<file path="config.mk">
export PLATFORM = sky130hd
export DESIGN_NAME = drive_cmd_arbiter
export DESIGN_NICKNAME = d
export VERILOG_FILES = /design/src/rtl/drive_cmd_arbiter.sv
export SDC_FILE = /design/constraint.sdc
export NUM_CORES = 1
export LEC_CHECK = 0
export CAP_MARGIN = 30
export CORE_MARGIN = 1.5
export CORE_UTILIZATION = 64
export CTS_CLUSTER_DIAMETER = 60
export DETAILED_ROUTE_END_ITERATION = 8
export PLACE_DENSITY = 0.89
export SLEW_MARGIN = 20
export SYNTH_ARGS = -nofsm -noshare
export SYNTH_HDL_FRONTEND = slang
export SYNTH_SLANG_ARGS = --single-unit
export TNS_END_PERCENT = 30
</file>
<file path="constraint.sdc">
create_clock -name clk_50 -period 9.82 [get_ports clk_50]
set_input_delay 1.473 -clock clk_50 [delete_from_list [all_inputs] [get_ports clk_50]]
set_output_delay 1.473 -clock clk_50 [all_outputs]
set_load 0.03 [all_outputs]
</file>
<file path="src/rtl/drive_cmd_arbiter.sv">
// Fixed-priority drive command arbiter with per-source leases, speed ramping,
// forced brake-to-zero before any direction change, and a latched e-stop.
//
// state  | meaning
// STOP   | motor idle, drive_cmd=STOP, speed 0
// RUN    | drive_cmd applied, speed ramps toward the live target speed
// BRAKE  | target direction differs, speed ramps down to 0 before STOP
// ESTOP  | latched emergency stop, strobes ignored until estop_clear
module drive_cmd_arbiter #(
   parameter int N_SRC     = 3,
   parameter int CMD_W     = 3,
   parameter int SPEED_W   = 2,
   parameter int LEASE_CYC = 5_000_000,
   parameter int RAMP_CYC  = 1_250_000
) (
   input  logic                       clk_50,
   input  logic                       reset,
   input  logic [N_SRC-1:0]           src_valid,
   input  logic [N_SRC*CMD_W-1:0]     src_cmd,
   input  logic [N_SRC*SPEED_W-1:0]   src_speed,
   input  logic                       estop,
   input  logic                       estop_clear,
   output logic [CMD_W-1:0]           drive_cmd,
   output logic [SPEED_W-1:0]         drive_speed,
   output logic [$clog2(N_SRC)-1:0]   active_src,
   output logic                       active_valid,
   output logic [1:0]                 state,
   output logic                       cmd_changed,
   output logic                       cmd_reject
);

   typedef enum logic [1:0] {
      ST_STOP  = 2'd0,
      ST_RUN   = 2'd1,
      ST_BRAKE = 2'd2,
      ST_ESTOP = 2'd3
   } state_t;

   localparam int IDX_W = $clog2(N_SRC);
   localparam int LW    = $clog2(LEASE_CYC + 1);
   localparam int RW    = (RAMP_CYC > 1) ? $clog2(RAMP_CYC) : 1;
   localparam logic [CMD_W-1:0] CMD_STOP   = '0;
   localparam logic [LW-1:0]    LEASE_LOAD = LW'(LEASE_CYC);
   localparam logic [RW-1:0]    RAMP_LOAD  = RW'(RAMP_CYC - 1);

   state_t               state_q, state_d;
   logic [CMD_W-1:0]     drive_cmd_q, drive_cmd_d;
   logic [SPEED_W-1:0]   speed_q, speed_d;
   logic [RW-1:0]        ramp_q, ramp_d;
   logic                 cmd_changed_q, cmd_changed_d;
   logic                 cmd_reject_q, cmd_reject_d;
   logic [LW-1:0]        lease_q [N_SRC];
   logic [LW-1:0]        lease_d [N_SRC];
   logic [CMD_W-1:0]     lcmd_q  [N_SRC];
   logic [CMD_W-1:0]     lcmd_d  [N_SRC];
   logic [SPEED_W-1:0]   lspd_q  [N_SRC];
   logic [SPEED_W-1:0]   lspd_d  [N_SRC];

   logic                 tgt_valid;
   logic [IDX_W-1:0]     tgt_idx;
   logic [CMD_W-1:0]     tgt_cmd;
   logic [SPEED_W-1:0]   tgt_spd;
   logic                 accept_en;

   function automatic logic code_ok(input logic [CMD_W-1:0] c);
      return (c <= CMD_W'(4));
   endfunction

   // Strobes are dropped on an estop edge and while latched in ESTOP.
   assign accept_en = !estop && (state_q != ST_ESTOP);

   always_comb begin
      cmd_reject_d = 1'b0;
      for (int i = 0; i < N_SRC; i++) begin
         lease_d[i] = lease_q[i];
         lcmd_d[i]  = lcmd_q[i];
         lspd_d[i]  = lspd_q[i];
         if (estop) begin
            lease_d[i] = '0;
         end else if (accept_en && src_valid[i] && code_ok(src_cmd[i*CMD_W +: CMD_W])) begin
            lease_d[i] = LEASE_LOAD;
            lcmd_d[i]  = src_cmd[i*CMD_W +: CMD_W];
            lspd_d[i]  = src_speed[i*SPEED_W +: SPEED_W];
         end else if (lease_q[i] != '0) begin
            lease_d[i] = lease_q[i] - LW'(1);
         end
         if (accept_en && src_valid[i] && !code_ok(src_cmd[i*CMD_W +: CMD_W]))
            cmd_reject_d = 1'b1;
      end
   end

   // Descending scan so the lowest-index live source wins.
   always_comb begin
      tgt_valid = 1'b0;
      tgt_idx   = '0;
      tgt_cmd   = CMD_STOP;
      tgt_spd   = '0;
      for (int i = N_SRC - 1; i >= 0; i--) begin
         if (lease_q[i] != '0) begin
            tgt_valid = 1'b1;
            tgt_idx   = IDX_W'(i);
            tgt_cmd   = lcmd_q[i];
            tgt_spd   = lspd_q[i];
         end
      end
   end

   always_ff @(posedge clk_50) begin
      if (reset) begin
         state_q       <= ST_STOP;
         drive_cmd_q   <= '0;
         speed_q       <= '0;
         ramp_q        <= '0;
         cmd_changed_q <= 1'b0;
         cmd_reject_q  <= 1'b0;
         for (int i = 0; i < N_SRC; i++) begin
            lease_q[i] <= '0;
            lcmd_q[i]  <= '0;
            lspd_q[i]  <= '0;
         end
      end else begin
         state_q       <= state_d;
         drive_cmd_q   <= drive_cmd_d;
         speed_q       <= speed_d;
         ramp_q        <= ramp_d;
         cmd_changed_q <= cmd_changed_d;
         cmd_reject_q  <= cmd_reject_d;
         for (int i = 0; i < N_SRC; i++) begin
            lease_q[i] <= lease_d[i];
            lcmd_q[i]  <= lcmd_d[i];
            lspd_q[i]  <= lspd_d[i];
         end
      end
   end

   always_comb begin
      state_d = state_q;
      if (estop) begin
         state_d = ST_ESTOP;
      end else begin
         case (state_q)
            ST_STOP:  if (tgt_cmd != CMD_STOP && tgt_spd != '0) state_d = ST_RUN;
            ST_RUN:   if (tgt_cmd != drive_cmd_q) state_d = ST_BRAKE;
            ST_BRAKE: begin
               if (tgt_cmd == drive_cmd_q) state_d = ST_RUN;
               else if (speed_q == '0)     state_d = ST_STOP;
            end
            ST_ESTOP: if (estop_clear) state_d = ST_STOP;
            default:  state_d = ST_STOP;
         endcase
      end
   end

   always_comb begin
      drive_cmd_d = drive_cmd_q;
      speed_d     = speed_q;
      ramp_d      = (ramp_q == '0) ? ramp_q : ramp_q - RW'(1);
      if (state_d == ST_ESTOP) begin
         drive_cmd_d = CMD_STOP;
         speed_d     = '0;
      end else begin
         case (state_q)
            ST_STOP: if (state_d == ST_RUN) drive_cmd_d = tgt_cmd;
            ST_RUN: begin
               if (state_d == ST_RUN && ramp_q == '0) begin
                  ramp_d = RAMP_LOAD;
                  if (speed_q < tgt_spd)      speed_d = speed_q + SPEED_W'(1);
                  else if (speed_q > tgt_spd) speed_d = speed_q - SPEED_W'(1);
               end
            end
            ST_BRAKE: begin
               if (state_d == ST_STOP) begin
                  drive_cmd_d = CMD_STOP;
               end else if (state_d == ST_BRAKE && ramp_q == '0) begin
                  ramp_d  = RAMP_LOAD;
                  speed_d = speed_q - SPEED_W'(1);
               end
            end
            default: ;
         endcase
      end
      if (state_d != state_q) ramp_d = RAMP_LOAD;
      cmd_changed_d = (drive_cmd_d != drive_cmd_q);
   end

   assign drive_cmd    = drive_cmd_q;
   assign drive_speed  = speed_q;
   assign active_src   = tgt_idx;
   assign active_valid = tgt_valid;
   assign state        = state_q;
   assign cmd_changed  = cmd_changed_q;
   assign cmd_reject   = cmd_reject_q;

endmodule
</file>
* Word-level counts from Yosys, hierarchy flattened
Memories as Yosys holds them, arrays and structs flattened.
Cells that the tools add are included.
** Word-level totals
- Register bits after elaboration :: 30
- Memory bits (writable) :: 84
- Bits of input ports :: 22
- Output and inout port bits :: 12
- Logic and storage cells :: 147
- Memories :: 3
** Operators by class
- $add $sub $neg :: 6
- Magnitude comparators :: 5
- Equal/unequal tests :: 15
- Mux-type cells :: 72
- Bitwise logic cells :: 9
- Reductions and logical operators :: 30
** Memories
- lease_q :: words 3, bits a word 23, read ports 3, clocked after Yosys merged registers in 0, wr ports 3, line 52 : logic [LW-1:0] lease_q [N_SRC];
- lcmd_q :: words 3, bits a word 3, read ports 3, clocked after Yosys merged registers in 0, wr ports 3, line 54 : logic [CMD_W-1:0] lcmd_q [N_SRC];
- lspd_q :: words 3, bits a word 2, read ports 3, clocked after Yosys merged registers in 0, wr ports 3, line 56 : logic [SPEED_W-1:0] lspd_q [N_SRC];
** Operators by type and width (number)
- $mux W23 :: 12
- $mux W21 :: 6
- $reduce_bool A23 Y1 :: 3
- $sub A23 B1 Y23 const B :: 3
- $mux W2 :: 26
- $mux W3 :: 15
- $pmux W21 S2 :: 1
- $logic_not A21 Y1 :: 1
- $sub A21 B1 Y21 const B :: 1
- $logic_and A1 B1 Y1 :: 13
- $le A3 B3 Y1 const B :: 3
- $mux W1 :: 9
- $or A1 B1 Y1 :: 9
- $eq A2 B2 Y1 const B :: 4
- $ne A2 B2 Y1 const B :: 4
- $pmux W2 S4 :: 1
- $logic_not A2 Y1 :: 3
- $ne A3 B3 Y1 :: 2
- $pmux W3 S2 :: 1
- $reduce_and A5 Y1 :: 1
- $eq A2 B1 Y1 const B :: 2
- $logic_not A1 Y1 :: 4
- $pmux W2 S2 :: 1
- $reduce_bool A2 Y1 :: 2
- other kinds (9) :: 10

* Depth between registers and ports, before layout
Gate-level depths: netlist of the first run.
- Depth after elaboration :: 16
- Depth in mapped cells :: 18
- Gate-level depth less buffers :: 17

* Worst setup path after synthesis of the first run
Ideal clock, no wire load.
- Kind :: reg-to-output
- Start point :: mem lease_q[0][6] (netlist bit)
- End point :: out active_src[1]
- Arrival :: 2089 ps
- Data required time :: 8347 ps
- Path slack :: 6258 ps
- Cell stages (with the launch flop) :: 5
- Buffers on the path :: 0
- Cells stage by stage :: dfxtp_1 or4_4 nor3_1 nand4_1 nor3_1
** RTL lines
- start: declaration :: line 52
- end: declaration :: line 25 : output logic [$clog2(N_SRC)-1:0] active_src,

==> results of run 1 <==
[worst paths after layout]
| path | start | end | slack [ns] | cells past startpoint |
|---|---|---|---|---|
| min reg2reg | lease_q[0][5] | lease_q[0][5] | 0.46 | 2 |
| max | lease_q[0][6] | active_src[1] | 5.15 | 5 |
| max reg2reg | lease_q[0][35] | ramp_q[18] | 5.36 | 11 |
| min | lease_q[0][5] | lease_q[0][5] | 0.46 | 2 |
[layout by cell type (no fill, tap or decap), types with 5 or more instances in the layout]
master                              n
sky130_fd_sc_hd__a211oi_1           7
sky130_fd_sc_hd__a21oi_1           57
sky130_fd_sc_hd__a31oi_1            7
sky130_fd_sc_hd__and2_1             7
sky130_fd_sc_hd__clkbuf_16         16
sky130_fd_sc_hd__clkdlybuf4s50_1   33
sky130_fd_sc_hd__clkinv_4           5
sky130_fd_sc_hd__dfxtp_1          114
sky130_fd_sc_hd__ha_1              15
sky130_fd_sc_hd__inv_1             24
sky130_fd_sc_hd__mux2i_1           11
sky130_fd_sc_hd__nand2_1           47
sky130_fd_sc_hd__nand3_1           21
sky130_fd_sc_hd__nand4_1            8
sky130_fd_sc_hd__nor2_1            84
sky130_fd_sc_hd__nor2b_1            6
sky130_fd_sc_hd__nor3_1            36
sky130_fd_sc_hd__nor4_1            16
sky130_fd_sc_hd__o21ai_0           30
sky130_fd_sc_hd__o31ai_1            6
sky130_fd_sc_hd__or2_2              8
sky130_fd_sc_hd__or3_1             17
sky130_fd_sc_hd__or4_1              6
sky130_fd_sc_hd__xnor2_1           43
sky130_fd_sc_hd__xor2_1            24
[cells by family (layout without fill, tap and decap cells)]
logic type	Yosys count	in the layout	share of synthesized area, %
adder cells (fa/ha/maj)	15	15	3.25
AO/OA/AOI/OAI	147	147	16.1
multiplexers	13	13	2.30
flip-flops	114	114	39.5
buffers and inverters	48	91	3.29
AND/OR/NAND/NOR	281	281	25.3
XOR/XNOR	67	67	10.2
[through the flow]
step	utilization (%)	worst slack [ns]	cells
CTS	77.2	5.16	835
finish	77.2	5.15	836
global placement	70.5	5.65	803
global route	77.2	4.95	836
floorplan	-	6.26	685
detailed placement	70.5	5.46	803
[layer usage]
layer	wire length, um	part of all wire (%)	vias to the layer above
met5	0	0	-
met4	428	3.0	0
met3	910	6.4	48
met2	6910	48	218
met1	6050	42	2514
li1	-	-	2510
[flip-flops by register name (all words and copies together), names as in the netlist]
register and flops:
state 2, lease_q 69, drive_speed 2, lcmd_q 9, lspd_q 6, ramp_q 21, drive_cmd 3, cmd_reject 1
cmd_changed 1
[critical path, stage by stage, from the launching register on]
cell and delay, ns:
sky130_fd_sc_hd__dfxtp_1 0.36, sky130_fd_sc_hd__or4_4 0.58, sky130_fd_sc_hd__nor3_1 0.39, sky130_fd_sc_hd__nand4_1 0.30, sky130_fd_sc_hd__nor3_1 0.32, sky130_fd_sc_hd__clkdlybuf4s50_1 0.72
[layout make-up]
cell class,count,area (um2),area share [%]
clock buffer,18,428,6.35
clock inverter,14,156,2.32
inverter,24,90.1,1.34
multi-input combinational,523,3300,49.0
sequential,114,2280,33.9
tap,108,135,2.01
timing repair buffer,35,343,5.09
==> impl_metrics.sql, run 1 <==
INSERT INTO impl_metrics (metric_group, metric, value, unit) VALUES
('outcome', 'run_status', 'finished clean', ''),
('sta', 'setup_viol_count_final', '0', ''),
('routing', 'drc_errors', '0', ''),
('clock_tree', 'post_cts.repair.setup_buffers', '0', ''),
('die', 'die-width', '98.0', 'um'),
('sta', 'worst_case_clock_skew', '0.00809', 'ns'),
('clock_tree', 'numCtsBuffers', '17', ''),
('global_routing', 'top_usage_layer', 'met2', ''),
('die', 'start_util', '66.2', '%'),
('logic_synthesis', 'post_synth_main_area_contributors', 'sky130_fd_sc_hd__dfxtp_1 40%, sky130_fd_sc_hd__xnor2_1 6.5%, sky130_fd_sc_hd__nor2_1 5.5%, sky130_fd_sc_hd__a21oi_1 4.9%, sky130_fd_sc_hd__xor2_1 3.6%', ''),
('logic_synthesis', 'synth_ff_type', 'sky130_fd_sc_hd__dfxtp_1', ''),
('logic_synthesis', 'synth_sequential_area_ratio', '39.5', '%'),
('logic_synthesis', 'synthDistinctLibCells', '65', ''),
('sta', 'min_period', '4.67', 'ns'),
('layout', 'n_antenna_cell', '0', ''),
('routing', 'detailedRoute.firstIterationViolations', '380', ''),
('routing', 'postRouteAntennaNets', '0', ''),
('logic_synthesis', 'yosysTopAreaCell', 'sky130_fd_sc_hd__dfxtp_1', ''),
('sta', 'worst_slew_pin_slew', '0.984', 'ns'),
('global_routing', 'grt_overflow_total', '0', ''),
('global_routing', 'global_route.usage.met2', '51.5', '%'),
('placed_design', 'gp_routability_congestion', '0.953', ''),
('global_routing', 'grt_pass1_vias', '5125', ''),
('logic_synthesis', 'synth.cells.most_frequent', '114 x sky130_fd_sc_hd__dfxtp_1, 84 x sky130_fd_sc_hd__nor2_1, 57 x sky130_fd_sc_hd__a21oi_1', ''),
('layout', 'layout.filler_cells', '583', ''),
('global_routing', 'grt_first_pass_wirelength', '24100', 'um'),
('logic_synthesis', 'netlist.area_leader.share', '39.5', '%'),
('placed_design', 'detailed_place_hpwl', '9310', 'um'),
('routing', 'wire_per_inst', '17.1', 'um'),
('routing', 'detailedRoute.firstPassIterationCount', '7', ''),
('logic_synthesis', 'post_synth_instance_area', '5770', 'um2'),
('clock_tree', 'cts_hold_repair.buffers', '0', ''),
('logic_synthesis', 'yosys.cell_count.top_type', 'sky130_fd_sc_hd__dfxtp_1', ''),
('global_routing', 'grt_antenna_before_repair', '0', ''),
('logic_synthesis', 'syn_area_per_cell', '8.43', 'um2'),
('placed_design', 'dpl-instance-area', '6150', 'um2'),
('clock_tree', 'cts_htree_levels', '4', ''),
('die', 'row_count', '34', ''),
('clock_tree', 'worst_skew_pair_latency', '0.52', 'ns'),
('clock_tree', 'clk_transition_reported_paths', '0.06', 'ns'),
('logic_synthesis', 'synth_async_sr_flop_share', '0', '%'),
('worst_setup_path', 'timing.critical_path.fanout_max', '6', ''),
('logic_synthesis', 'synth_fp_nets', '722', ''),
('hold_path', 'min-delay-path-class', 'reg2reg', ''),
('layout', 'fin_area', '6740', 'um2'),
('global_routing', 'grt.met1_usage', '37.2', '%'),
('global_routing', 'grt.met3_usage', '7.80', '%'),
('placed_design', 'buffer_ports.inserted', '33', ''),
('sta', 'slew_headroom', '33.8', '%'),
('layout', 'drive_above_1_share', '8.10', '%'),
('logic_synthesis', 'yosys_warnings', '0', ''),
('global_routing', 'grt_max_degree', '44', ''),
('sta', 'grt_setup_unrepaired', 'false', ''),
('worst_setup_path', 'worstSetupEndpointType', 'output port', ''),
('worst_setup_path', 'critical_path_class', 'reg2out', ''),
('sta', 'hold_viol_final', '0', ''),
('layout', 'area_growth', '16.7', '%'),
('sta', 'timing.setup.tns', '0', 'ns'),
('clock_tree', 'clock-sinks', '114', ''),
('worst_setup_path', 'timing.critical_path.from_type', 'flip-flop', ''),
('clock_tree', 'cts_resized', '0', ''),
('routing', 'detailroute.via_count', '5290', ''),
('die', 'die_y', '98.0', 'um'),
('clock_tree', 'maximum_number_of_buffers_from_clock_root_to_sink', '2', ''),
('run', 'max-cap-violations', '0', ''),
('sta', 'final-max-slew-violation-count', '0', ''),
('global_routing', 'grtUsageTotal', '30.7', '%'),
('clock_tree', 'tritoncts', 'built', ''),
('sta', 'period_share', '47.6', '%'),
('worst_setup_path', 'cp_data_required_time', '8.35', 'ns'),
('routing', 'vias_per_cell', '6.33', '');
Power of run 1 is left out: the tool's default activity adds up to more than one toggle a clock period on the data nets, which glitch-free logic cannot reach.
==> run 2: changes to the inputs <==
CORE_UTILIZATION = 60   (was 64)
PLACE_DENSITY = 0.84   (was 0.89)
clock period = 4.9 ns   (was 9.82 ns; I/O delays follow)
==> impl_metrics.sql, run 2 (synthesis gave the netlist of run 1 again) <==
INSERT INTO impl_metrics (metric_group, metric, value, unit) VALUES
('clock_tree', 'clk_transition_reported_paths', '0.06', 'ns'),
('worst_setup_path', 'cp_data_required_time', '5.34', 'ns'),
('die', 'die-width', '101', 'um'),
('routing', 'detailedRoute.firstPassIterationCount', '5', ''),
('clock_tree', 'cts_htree_levels', '4', ''),
('layout', 'drive_above_1_share', '8.09', '%'),
('global_routing', 'grt_overflow_total', '0', ''),
('worst_setup_path', 'timing.critical_path.fanout_max', '12', ''),
('worst_setup_path', 'critical_path_class', 'reg2reg', ''),
('sta', 'timing.setup.tns', '0', 'ns'),
('sta', 'grt_setup_unrepaired', 'false', ''),
('worst_setup_path', 'worstSetupEndpointType', 'flip-flop', ''),
('layout', 'regMostFlops', 'lease_q', ''),
('routing', 'detailedRoute.firstIterationViolations', '311', ''),
('outcome', 'run_status', 'finished clean', ''),
('clock_tree', 'worst_skew_pair_latency', '0.53', 'ns'),
('sta', 'period_share', '87.5', '%'),
('global_routing', 'grt_antenna_before_repair', '0', ''),
('routing', 'vias_per_cell', '6.08', ''),
('routing', 'final_wirelength', '14100', 'um'),
('layout', 'final_net_count', '753', ''),
('clock_tree', 'maximum_number_of_buffers_from_clock_root_to_sink', '2', ''),
('die', 'design.die.area', '10200', 'um2'),
('clock_tree', 'tritoncts', 'built', ''),
('placed_design', 'buffer_ports.inserted', '33', ''),
('sta', 'worst_slew_pin_slew', '0.875', 'ns'),
('routing', 'wire_per_inst', '16.4', 'um'),
('global_routing', 'grt_max_degree', '44', ''),
('placed_design', 'gp_routability_congestion', '0.903', ''),
('clock_tree', 'clock-sinks', '114', ''),
('global_routing', 'grt_pass1_vias', '5222', ''),
('worst_setup_path', 'worstPathArrival', '4.73', 'ns'),
('hold_path', 'min-delay-path-class', 'reg2reg', ''),
('sta', 'min_period', '4.29', 'ns'),
('run', 'max-cap-violations', '0', ''),
('routing', 'postRouteAntennaNets', '0', ''),
('layout', 'area_growth', '17.5', '%'),
('sta', 'hold_viol_final', '0', ''),
('layout', 'commonest_non_fill_non_tap_cell_in_the_layout', 'sky130_fd_sc_hd__dfxtp_1', ''),
('clock_tree', 'cts_hold_repair.buffers', '0', ''),
('sta', 'worst_case_clock_skew', '0.0163', 'ns'),
('layout', 'reg.largest.list', 'lease_q: 69 flops, ramp_q: 21 flops, lcmd_q: 9 flops', ''),
('sta', 'maxClockFrequency', '233', 'MHz'),
('sta', 'setup_viol_count_final', '0', ''),
('clock_tree', 'post_cts.repair.setup_buffers', '0', ''),
('die', 'core_area', '9280', 'um2'),
('sta', 'final-max-slew-violation-count', '0', ''),
('die', 'row_count', '35', ''),
('worst_setup_path', 'timing.critical_path.from_type', 'flip-flop', ''),
('routing', 'detailroute.via_count', '5216', ''),
('layout', 'largest_register_ffs', '69', ''),
('clock_tree', 'numCtsBuffers', '17', ''),
('layout', 'layout_common_cells', '114 x sky130_fd_sc_hd__dfxtp_1, 84 x sky130_fd_sc_hd__nor2_1, 57 x sky130_fd_sc_hd__a21oi_1', ''),
('routing', 'drc_errors', '0', ''),
('die', 'start_util', '62.2', '%'),
('layout', 'layout.filler_cells', '700', ''),
('placed_design', 'detailed_place_hpwl', '9700', 'um'),
('sta', 'slew_headroom', '41.1', '%'),
('die', 'ios', '34', ''),
('die', 'die_y', '101', 'um'),
('clock_tree', 'cts_resized', '0', ''),
('layout', 'n_antenna_cell', '0', ''),
('global_routing', 'grt_first_pass_wirelength', '23500', 'um'),
('global_routing', 'grtUsageTotal', '29.3', '%'),
('clock_tree', 'root_buffer', 'sky130_fd_sc_hd__clkbuf_8', '');
-- run 2: path summary, 6_finish.rpt --
kind                   from            end  slack (ns)  cells past startpoint
min           lease_q[0][5]  lease_q[0][5]        0.46                      2
max          lease_q[0][41]      ramp_q[5]        0.61                     11
max reg2reg  lease_q[0][41]      ramp_q[5]        0.61                     11
min reg2reg   lease_q[0][5]  lease_q[0][5]        0.46                      2
-- run 2: per-layer routing --
| metal | vias to the layer above | wire length, um | track usage, % |
|---|---|---|---|
| li1 | 2523 | - | - |
| met1 | 2472 | 5730 | 33.8 |
| met2 | 182 | 7210 | 52.3 |
| met3 | 39 | 828 | 5.96 |
| met4 | 0 | 325 | 12.7 |
| met5 | - | 0 | 0 |
-- run 2: cell type report --
cell class                      instances  area [um2]  share of cell area [%]
Clock buffer                           24         500                    7.38
Clock inverter                          8        98.8                    1.46
Inverter                               24        90.1                    1.33
Multi-Input combinational cell        523        3300                    48.7
Sequential cell                       114        2280                    33.6
Tap cell                              129         161                    2.38
Timing Repair Buffer                   36         350                    5.16
-- run 2: stage by stage --
step / cell area, um2 / setup slack, ns / hold slack [ns] / util, % / instances
3_5_place_dp: 6180 / 0.680 / 0.459 / 66.6 / 825
2_1_floorplan: 5770 / 1.63 / 0.431 / - / 685
6_report: 6790 / 0.613 / 0.464 / 73.1 / 858
5_1_grt: 6790 / 0.251 / 0.488 / 73.1 / 858
3_3_place_gp: 6180 / 0.842 / 0.443 / 66.6 / 825
4_1_cts: 6780 / 0.646 / 0.471 / 73.0 / 857
-- run 2: worst max-delay path: stages, from the launching register on --
cell                       delay [ns]
sky130_fd_sc_hd__dfxtp_1         0.35
sky130_fd_sc_hd__nor4_4          0.33
sky130_fd_sc_hd__nand4_1         0.21
sky130_fd_sc_hd__or3_1           0.58
sky130_fd_sc_hd__o32a_1          0.43
sky130_fd_sc_hd__a221o_1         0.38
sky130_fd_sc_hd__o22ai_2         0.20
sky130_fd_sc_hd__a2111o_1        0.22
sky130_fd_sc_hd__nand2_1         0.12
sky130_fd_sc_hd__o21ai_1         0.68
sky130_fd_sc_hd__o211ai_2        0.40
sky130_fd_sc_hd__a211oi_1        0.29
Power of run 2 is left out for the same reason.
